===== config.mk =====
export PLATFORM = sky130hd
export DESIGN_NAME = microcode_sequencer_flat
export DESIGN_NICKNAME = d
export VERILOG_FILES = /design/src/rtl/microcode_sequencer_if.sv /design/src/rtl/microcode_sequencer.sv /design/src/flat_wrapper.sv
export SDC_FILE = /design/constraint.sdc
export NUM_CORES = 1
export LEC_CHECK = 0
export ABC_AREA = 1
export BUFFER_PORTS_ARGS = -buffer_cell sky130_fd_sc_hd__buf_2
export CORE_AREA = 2 2 107 109
export CTS_BUF_LIST = sky130_fd_sc_hd__clkbuf_16
export CTS_CLUSTER_SIZE = 16
export DETAILED_ROUTE_END_ITERATION = 10
export DIE_AREA = 0 0 109 111
export PLACE_DENSITY_LB_ADDON = 0.08
export SYNTH_ARGS = -nofsm -noshare
export SYNTH_HDL_FRONTEND = slang
export SYNTH_SLANG_ARGS = --single-unit
export TNS_END_PERCENT = 10

===== constraint.sdc =====
create_clock -name clk -period 2.45 [get_ports clk]
set_input_delay 0 -clock clk [delete_from_list [all_inputs] [get_ports clk]]
set_output_delay 0 -clock clk [all_outputs]
set_load 0.01 [all_outputs]

===== src/rtl/microcode_sequencer_if.sv =====
// EPROM-side bus of the microcode sequencer: address, active-low selects, returned data.
interface microcode_sequencer_if;
  localparam int unsigned AW = 8;
  localparam int unsigned DW = 64;

  logic [AW-1:0] rom_addr;
  logic          _rom_cs;
  logic          _rom_oe;
  logic [DW-1:0] rom_data;

  modport master (output rom_addr, output _rom_cs, output _rom_oe, input rom_data);
  modport slave  (input rom_addr, input _rom_cs, input _rom_oe, output rom_data);
endinterface


===== src/rtl/microcode_sequencer.sv =====
// Microcode sequencer: fetches 64-bit microwords from EPROM with a programmable
// access time, holds them for execution and computes the next microaddress
// from the sequencing fields of the current word (4-deep return stack).
module microcode_sequencer #(
  parameter int unsigned ROM_WAIT     = 2,
  parameter logic [7:0]  RESET_VECTOR = 8'h00
) (
  input  logic                         clk,
  input  logic                         reset,
  input  logic                         start,
  input  logic [7:0]                   opcode,
  input  logic [7:0]                   cond,
  input  logic                         stall,
  microcode_sequencer_if.master        rom,
  output logic [63:0]                  uword,
  output logic                         uword_valid,
  output logic                         busy,
  output logic                         fault
);

  localparam int unsigned AW    = 8;
  localparam int unsigned DW    = 64;
  localparam int unsigned DEPTH = 4;
  localparam int unsigned SPW   = 3;
  localparam int unsigned WCW   = 3;

  typedef enum logic [1:0] {S_IDLE, S_FETCH, S_EXEC} state_t;
  typedef enum logic [2:0] {
    OP_NEXT, OP_JUMP, OP_JCOND, OP_CALL, OP_RET, OP_DISPATCH, OP_HALT, OP_WAIT
  } seq_op_t;

  state_t                    r_state, w_state;
  logic [AW-1:0]             r_addr, w_addr;
  logic                      r_cs_n, w_cs_n;
  logic [DW-1:0]             r_uword, w_uword;
  logic                      r_valid, w_valid;
  logic                      r_busy, w_busy;
  logic                      r_fault, w_fault;
  logic [SPW-1:0]            r_sp, w_sp;
  logic [DEPTH-1:0][AW-1:0]  r_stack, w_stack;
  logic [WCW-1:0]            r_wcnt, w_wcnt;

  seq_op_t                   w_seq_op;
  logic [2:0]                w_cond_sel;
  logic [AW-1:0]             w_target;
  logic [AW-1:0]             w_addr_inc;
  logic [SPW-1:0]            w_sp_dec;
  logic                      w_cond_hit;
  logic [AW-1:0]             w_next_addr;
  logic                      w_stop;
  logic                      w_err;
  logic                      w_hold;

  // Sequencing fields decoded from the latched microword
  assign w_seq_op   = seq_op_t'(r_uword[63:61]);
  assign w_cond_sel = r_uword[60:58];
  assign w_target   = r_uword[57:50];
  assign w_addr_inc = r_addr + AW'(1);
  assign w_sp_dec   = r_sp - SPW'(1);
  assign w_cond_hit = cond[w_cond_sel];

  // State and datapath registers
  always_ff @(posedge clk) begin
    if (reset) begin
      r_state <= S_IDLE;
      r_addr  <= '0;
      r_cs_n  <= 1'b1;
      r_uword <= '0;
      r_valid <= 1'b0;
      r_busy  <= 1'b0;
      r_fault <= 1'b0;
      r_sp    <= '0;
      r_stack <= '0;
      r_wcnt  <= '0;
    end else begin
      r_state <= w_state;
      r_addr  <= w_addr;
      r_cs_n  <= w_cs_n;
      r_uword <= w_uword;
      r_valid <= w_valid;
      r_busy  <= w_busy;
      r_fault <= w_fault;
      r_sp    <= w_sp;
      r_stack <= w_stack;
      r_wcnt  <= w_wcnt;
    end
  end

  // Next-state, next-address and register-update logic
  always_comb begin
    w_state     = r_state;
    w_addr      = r_addr;
    w_cs_n      = r_cs_n;
    w_uword     = r_uword;
    w_valid     = r_valid;
    w_busy      = r_busy;
    w_fault     = r_fault;
    w_sp        = r_sp;
    w_stack     = r_stack;
    w_wcnt      = r_wcnt;
    w_next_addr = w_addr_inc;
    w_stop      = 1'b0;
    w_err       = 1'b0;
    w_hold      = 1'b0;

    case (r_state)
      S_IDLE: begin
        if (start) begin
          w_state = S_FETCH;
          w_addr  = RESET_VECTOR;
          w_cs_n  = 1'b0;
          w_busy  = 1'b1;
          w_sp    = '0;
          w_wcnt  = '0;
        end
      end

      S_FETCH: begin
        if (r_wcnt == WCW'(ROM_WAIT)) begin
          w_uword = rom.rom_data;
          w_state = S_EXEC;
          w_valid = 1'b1;
          w_cs_n  = 1'b1;
        end else begin
          w_wcnt = r_wcnt + WCW'(1);
        end
      end

      S_EXEC: begin
        // A stalled microword is frozen regardless of its seq_op
        if (!stall) begin
          case (w_seq_op)
            OP_NEXT:     w_next_addr = w_addr_inc;
            OP_JUMP:     w_next_addr = w_target;
            OP_JCOND:    w_next_addr = w_cond_hit ? w_target : w_addr_inc;
            OP_CALL: begin
              if (r_sp == SPW'(DEPTH)) begin
                w_err = 1'b1;
              end else begin
                w_stack[r_sp[1:0]] = w_addr_inc;
                w_sp               = r_sp + SPW'(1);
                w_next_addr        = w_target;
              end
            end
            OP_RET: begin
              if (r_sp == '0) begin
                w_err = 1'b1;
              end else begin
                w_sp        = w_sp_dec;
                w_next_addr = r_stack[w_sp_dec[1:0]];
              end
            end
            OP_DISPATCH: w_next_addr = opcode;
            OP_HALT:     w_stop      = 1'b1;
            OP_WAIT:     w_hold      = !w_cond_hit;
            default:     w_next_addr = w_addr_inc;
          endcase

          if (w_stop || w_err) begin
            w_state = S_IDLE;
            w_busy  = 1'b0;
            w_valid = 1'b0;
            w_fault = r_fault | w_err;
          end else if (!w_hold) begin
            w_state = S_FETCH;
            w_addr  = w_next_addr;
            w_cs_n  = 1'b0;
            w_valid = 1'b0;
            w_wcnt  = '0;
          end
        end
      end

      default: w_state = S_IDLE;
    endcase
  end

  // Chip select and output enable always move together
  assign rom.rom_addr = r_addr;
  assign rom._rom_cs  = r_cs_n;
  assign rom._rom_oe  = r_cs_n;
  assign uword        = r_uword;
  assign uword_valid  = r_valid;
  assign busy         = r_busy;
  assign fault        = r_fault;

endmodule


===== src/flat_wrapper.sv =====
// flat-port wrapper written by rule: the top's interface ports become plain ports
module microcode_sequencer_flat 
#(
  parameter int unsigned ROM_WAIT     = 2,
  parameter logic [7:0]  RESET_VECTOR = 8'h00
)
  (clk, reset, start, opcode, cond, stall, uword, uword_valid, busy, fault, rom_rom_addr, rom__rom_cs, rom__rom_oe, rom_rom_data);
  microcode_sequencer_if rom_i ();
  input  logic clk;
  input  logic reset;
  input  logic start;
  input  logic [7:0] opcode;
  input  logic [7:0] cond;
  input  logic stall;
  output logic [63:0] uword;
  output logic uword_valid;
  output logic busy;
  output logic fault;
  output wire logic [$bits(rom_i.rom_addr)-1:0] rom_rom_addr;
  output wire logic [$bits(rom_i._rom_cs)-1:0] rom__rom_cs;
  output wire logic [$bits(rom_i._rom_oe)-1:0] rom__rom_oe;
  input wire logic [$bits(rom_i.rom_data)-1:0] rom_rom_data;
  assign rom_rom_addr = rom_i.rom_addr;
  assign rom__rom_cs = rom_i._rom_cs;
  assign rom__rom_oe = rom_i._rom_oe;
  assign rom_i.rom_data = rom_rom_data;
  microcode_sequencer #(.ROM_WAIT(ROM_WAIT), .RESET_VECTOR(RESET_VECTOR)) u_core (.clk(clk), .reset(reset), .start(start), .opcode(opcode), .cond(cond), .stall(stall), .rom(rom_i), .uword(uword), .uword_valid(uword_valid), .busy(busy), .fault(fault));
endmodule

==> run metrics <==
RSZ-0062 raised after global routing no; Crit path largest cell delay 840 ps; crit start category flip-flop; CP Cell Sequence inv_1 > ha_1 > inv_2 > nor3_4 > inv_2 > o21ai_0 > a21oi_1; fin crit share 0.903; Sw Pwr ~0.0014 W; Slew Limit Fails 0; Initial DRT Pass Iterations 5; vias in the first global route ~6,000; first-pass GRT wire length between 20,000 and 30,000 um; Initial Util 0.506; worst slack, placed between 200 and 300 ps; HP Class input port to flip-flop; standard-cell rows 39; vias per inst 5.30; Clock Sinks about 120; sequential-to-total area share from yosys stat 0.414; GRT overflow 0; Port Buf Inserts between 150 and 200; clock latency on the worst-skew pair roughly 430 ps; layout cells sized above 1 0.246; Max Freq around 450 MHz; root buf cell clkbuf_16; drt drc 0; clock share of power 0.477; synthesized area between 0.005 and 0.006 mm^2; die footprint between 0.01 and 0.015 mm^2; Worst path most repeated cell inv_2; Seq pwr share 0.378; Die Y 111 um; via count 6,157; DR iter-0 viols about 400; Arr. time, crit path around 2600 ps; fillers 868; area grow syn2layout 38.0%; Max Root-Sink Buffers 2; non-filler cells, final between 1,000 and 1,500; core area 0.0111 mm^2; Mapped Nets 885; Slew headroom 0.196; worst setup margin roughly 240 ps; total CTS buffers 17; DRT antenna net count 0; Final setup viols 0; Netlist cell types 35; power density over the cells about 680 mW/mm^2; post-detail-place hpwl 11,900 um; kind of critical path flip-flop to flip-flop; FF+latch count, synth 116; Syn Area/Cell 7.10 um^2; met3 WL 1300 um; final antenna diode count 0; H-Tree Level Count 4; switching share of power 0.269; antenna violations before repair 0; post-detailed-route wirelength per cell 15.4 um; Final nets between 1,000 and 1,500; wire length on met1 a little over 7000 um; Routed WL about 18,000 um; VDD IR-drop max 0.515 mV; CTS tree built; pin count of the biggest net entering global routing between 70 and 80; Worst Path Required 2790 ps; P_leak 3.65 nW; post-synthesis cell count about 790; GP Congestion around 0.92; postcts setup bufs 0; boundary pin count roughly 160; uppermost layer routed met4; metal2 WL around 8700 um; status complete, no violations; yosys warns 0; setup total negative slack 0 ps; CP endpoint kind flip-flop; Die W ~110 um; Crit-path slowest cell inv_2; clock skew around 9.6 ps; combinational group share of total power 0.146; endpoints failing hold 0; Top delay family on crit path buffers and inverters; worst slew pin tran ~1200 ps; # resized after CTS 0; Max Cap Violations 0; # hold bufs at CTS 67; P_int between 0.003 and 0.004 W; crit path buf inv count 3; GR Util All Layers 0.302; maximum fanout along the worst path 77; Final min period 2210 ps; placed cells around 1,100; CTS clk-pin slew, worst paths 50 ps
[worst min-delay path, delay by kind of cell]
family                 cells  cell delay [ps]
buffers and inverters      2              180
AO/OA/AOI/OAI              2              140
AND/OR/NAND/NOR            2              130
[routing by layer]
| metal | GRT usage | up-vias |
|---|---|---|
| met3 | 0.0970 | 67 |
| met1 | 0.334 | 2826 |
| met5 | 0 | - |
| met4 | 0.169 | 0 |
| met2 | 0.503 | 255 |
| li1 | - | 3009 |
[worst paths after layout]
kind / startpoint / to / cells past startpoint / slack, ps
setup / recovery: u_core.r_state[1] / u_core.uword[57] / 7 / 240
hold / removal: start / u_core.r_state[1] / 6 / 80
setup reg to reg: u_core.r_state[1] / u_core.uword[57] / 7 / 240
hold reg to reg: u_core.r_stack[11] / u_core.r_stack[11] / 2 / 470
[power groups by stage]
stage / logic, W / registers, W / clock network (W)
2_1_floorplan: 0.000442 / 0.00202 / 0
3_3_place_gp: 0.000653 / 0.00202 / 0
3_5_place_dp: 0.000672 / 0.00202 / 0
4_1_cts: 0.000758 / 0.00198 / 0.00251
5_1_grt: 0.000843 / 0.00199 / 0.00260
6_report: 0.000764 / 0.00198 / 0.00250
[sequential cells by signal, summed over array words and instances, names as in the netlist]
register	count
u_core.fault	1
u_core.uword	64
u_core.r_sp	3
u_core.rom.rom_addr	8
u_core.r_stack	32
u_core.rom._rom_cs	1
u_core.r_wcnt	3
u_core.uword_valid	1
u_core.r_state	2
u_core.busy	1
[logic make-up (layout without fill, tap and decap cells)]
logic type                 Yosys count  after routing  share of synthesized area
buffers and inverters              108            338                     0.0820
and+or+nand+nor                    360            360                      0.295
DFF                                116            116                      0.414
adders and majority gates           12             12                     0.0268
AOI/OAI and AO/OA                  190            190                      0.177
xor gates and xnor gates             3              3                    0.00469
[synthesized netlist by cell type]
master	number	share of area
clkinv_1	1	0.00067
buf_6	2	0.0040
o211ai_1	4	0.0054
dfxtp_1	116	0.41
nor2_4	5	0.010
nand4_2	1	0.0022
nand2_4	7	0.014
clkinv_2	2	0.0018
o2111ai_1	2	0.0031
nor3_4	1	0.0029
nand3_2	3	0.0054
inv_4	1	0.0011
nand2_1	134	0.090
inv_2	9	0.0060
nand3_4	3	0.0094
nor2_1	133	0.089
a21oi_2	4	0.0063
ha_1	12	0.027
o21ai_2	2	0.0031
clkbuf_1	20	0.013
o22ai_1	2	0.0022
inv_1	57	0.038
o21ai_1	7	0.0063
nand4_1	5	0.0056
xor2_1	3	0.0047
nand3_1	55	0.049
a21oi_1	73	0.065
buf_2	9	0.0080
nand2_2	6	0.0067
buf_4	6	0.0080
buf_1	1	0.00067
o21ai_0	96	0.086
nor2_2	5	0.0056
nand3b_1	1	0.0013
nor2_8	1	0.0036
[layout make-up]
cell class,count,area (um^2),area share
Tap cell,143,179,0.0231
Clock inverter,15,166,0.0215
Clock buffer,17,425,0.0550
Multi-Input combinational cell,565,2820,0.365
Sequential cell,116,2320,0.300
Timing Repair Buffer,236,1550,0.201
Inverter,70,268,0.0346
[stage by stage]
| stage | total power, W | hold WS, ps | instance area, um^2 | utilization |
|---|---|---|---|---|
| 6_report | 0.00524 | 77.3 | 7730 | 0.698 |
| 3_5_place_dp | 0.00269 | 229 | 6470 | 0.584 |
| 3_3_place_gp | 0.00267 | 221 | 6470 | 0.584 |
| 5_1_grt | 0.00544 | 111 | 7730 | 0.698 |
| 4_1_cts | 0.00525 | 62.6 | 7730 | 0.698 |
| 2_1_floorplan | 0.00247 | 135 | 5600 | - |
[layout by cell type, fill, tap and decap left out, drive strengths merged, types with 10 or more instances in the layout]
cell           n
ha            12
nor2         144
nand2        147
nand3         61
dlygate4sd3   67
clkinv        10
dfxtp        116
inv           68
o21ai        105
clkbuf        17
buf          169
a21oi         77
No activity file was read; power rests on OpenSTA's default activity.
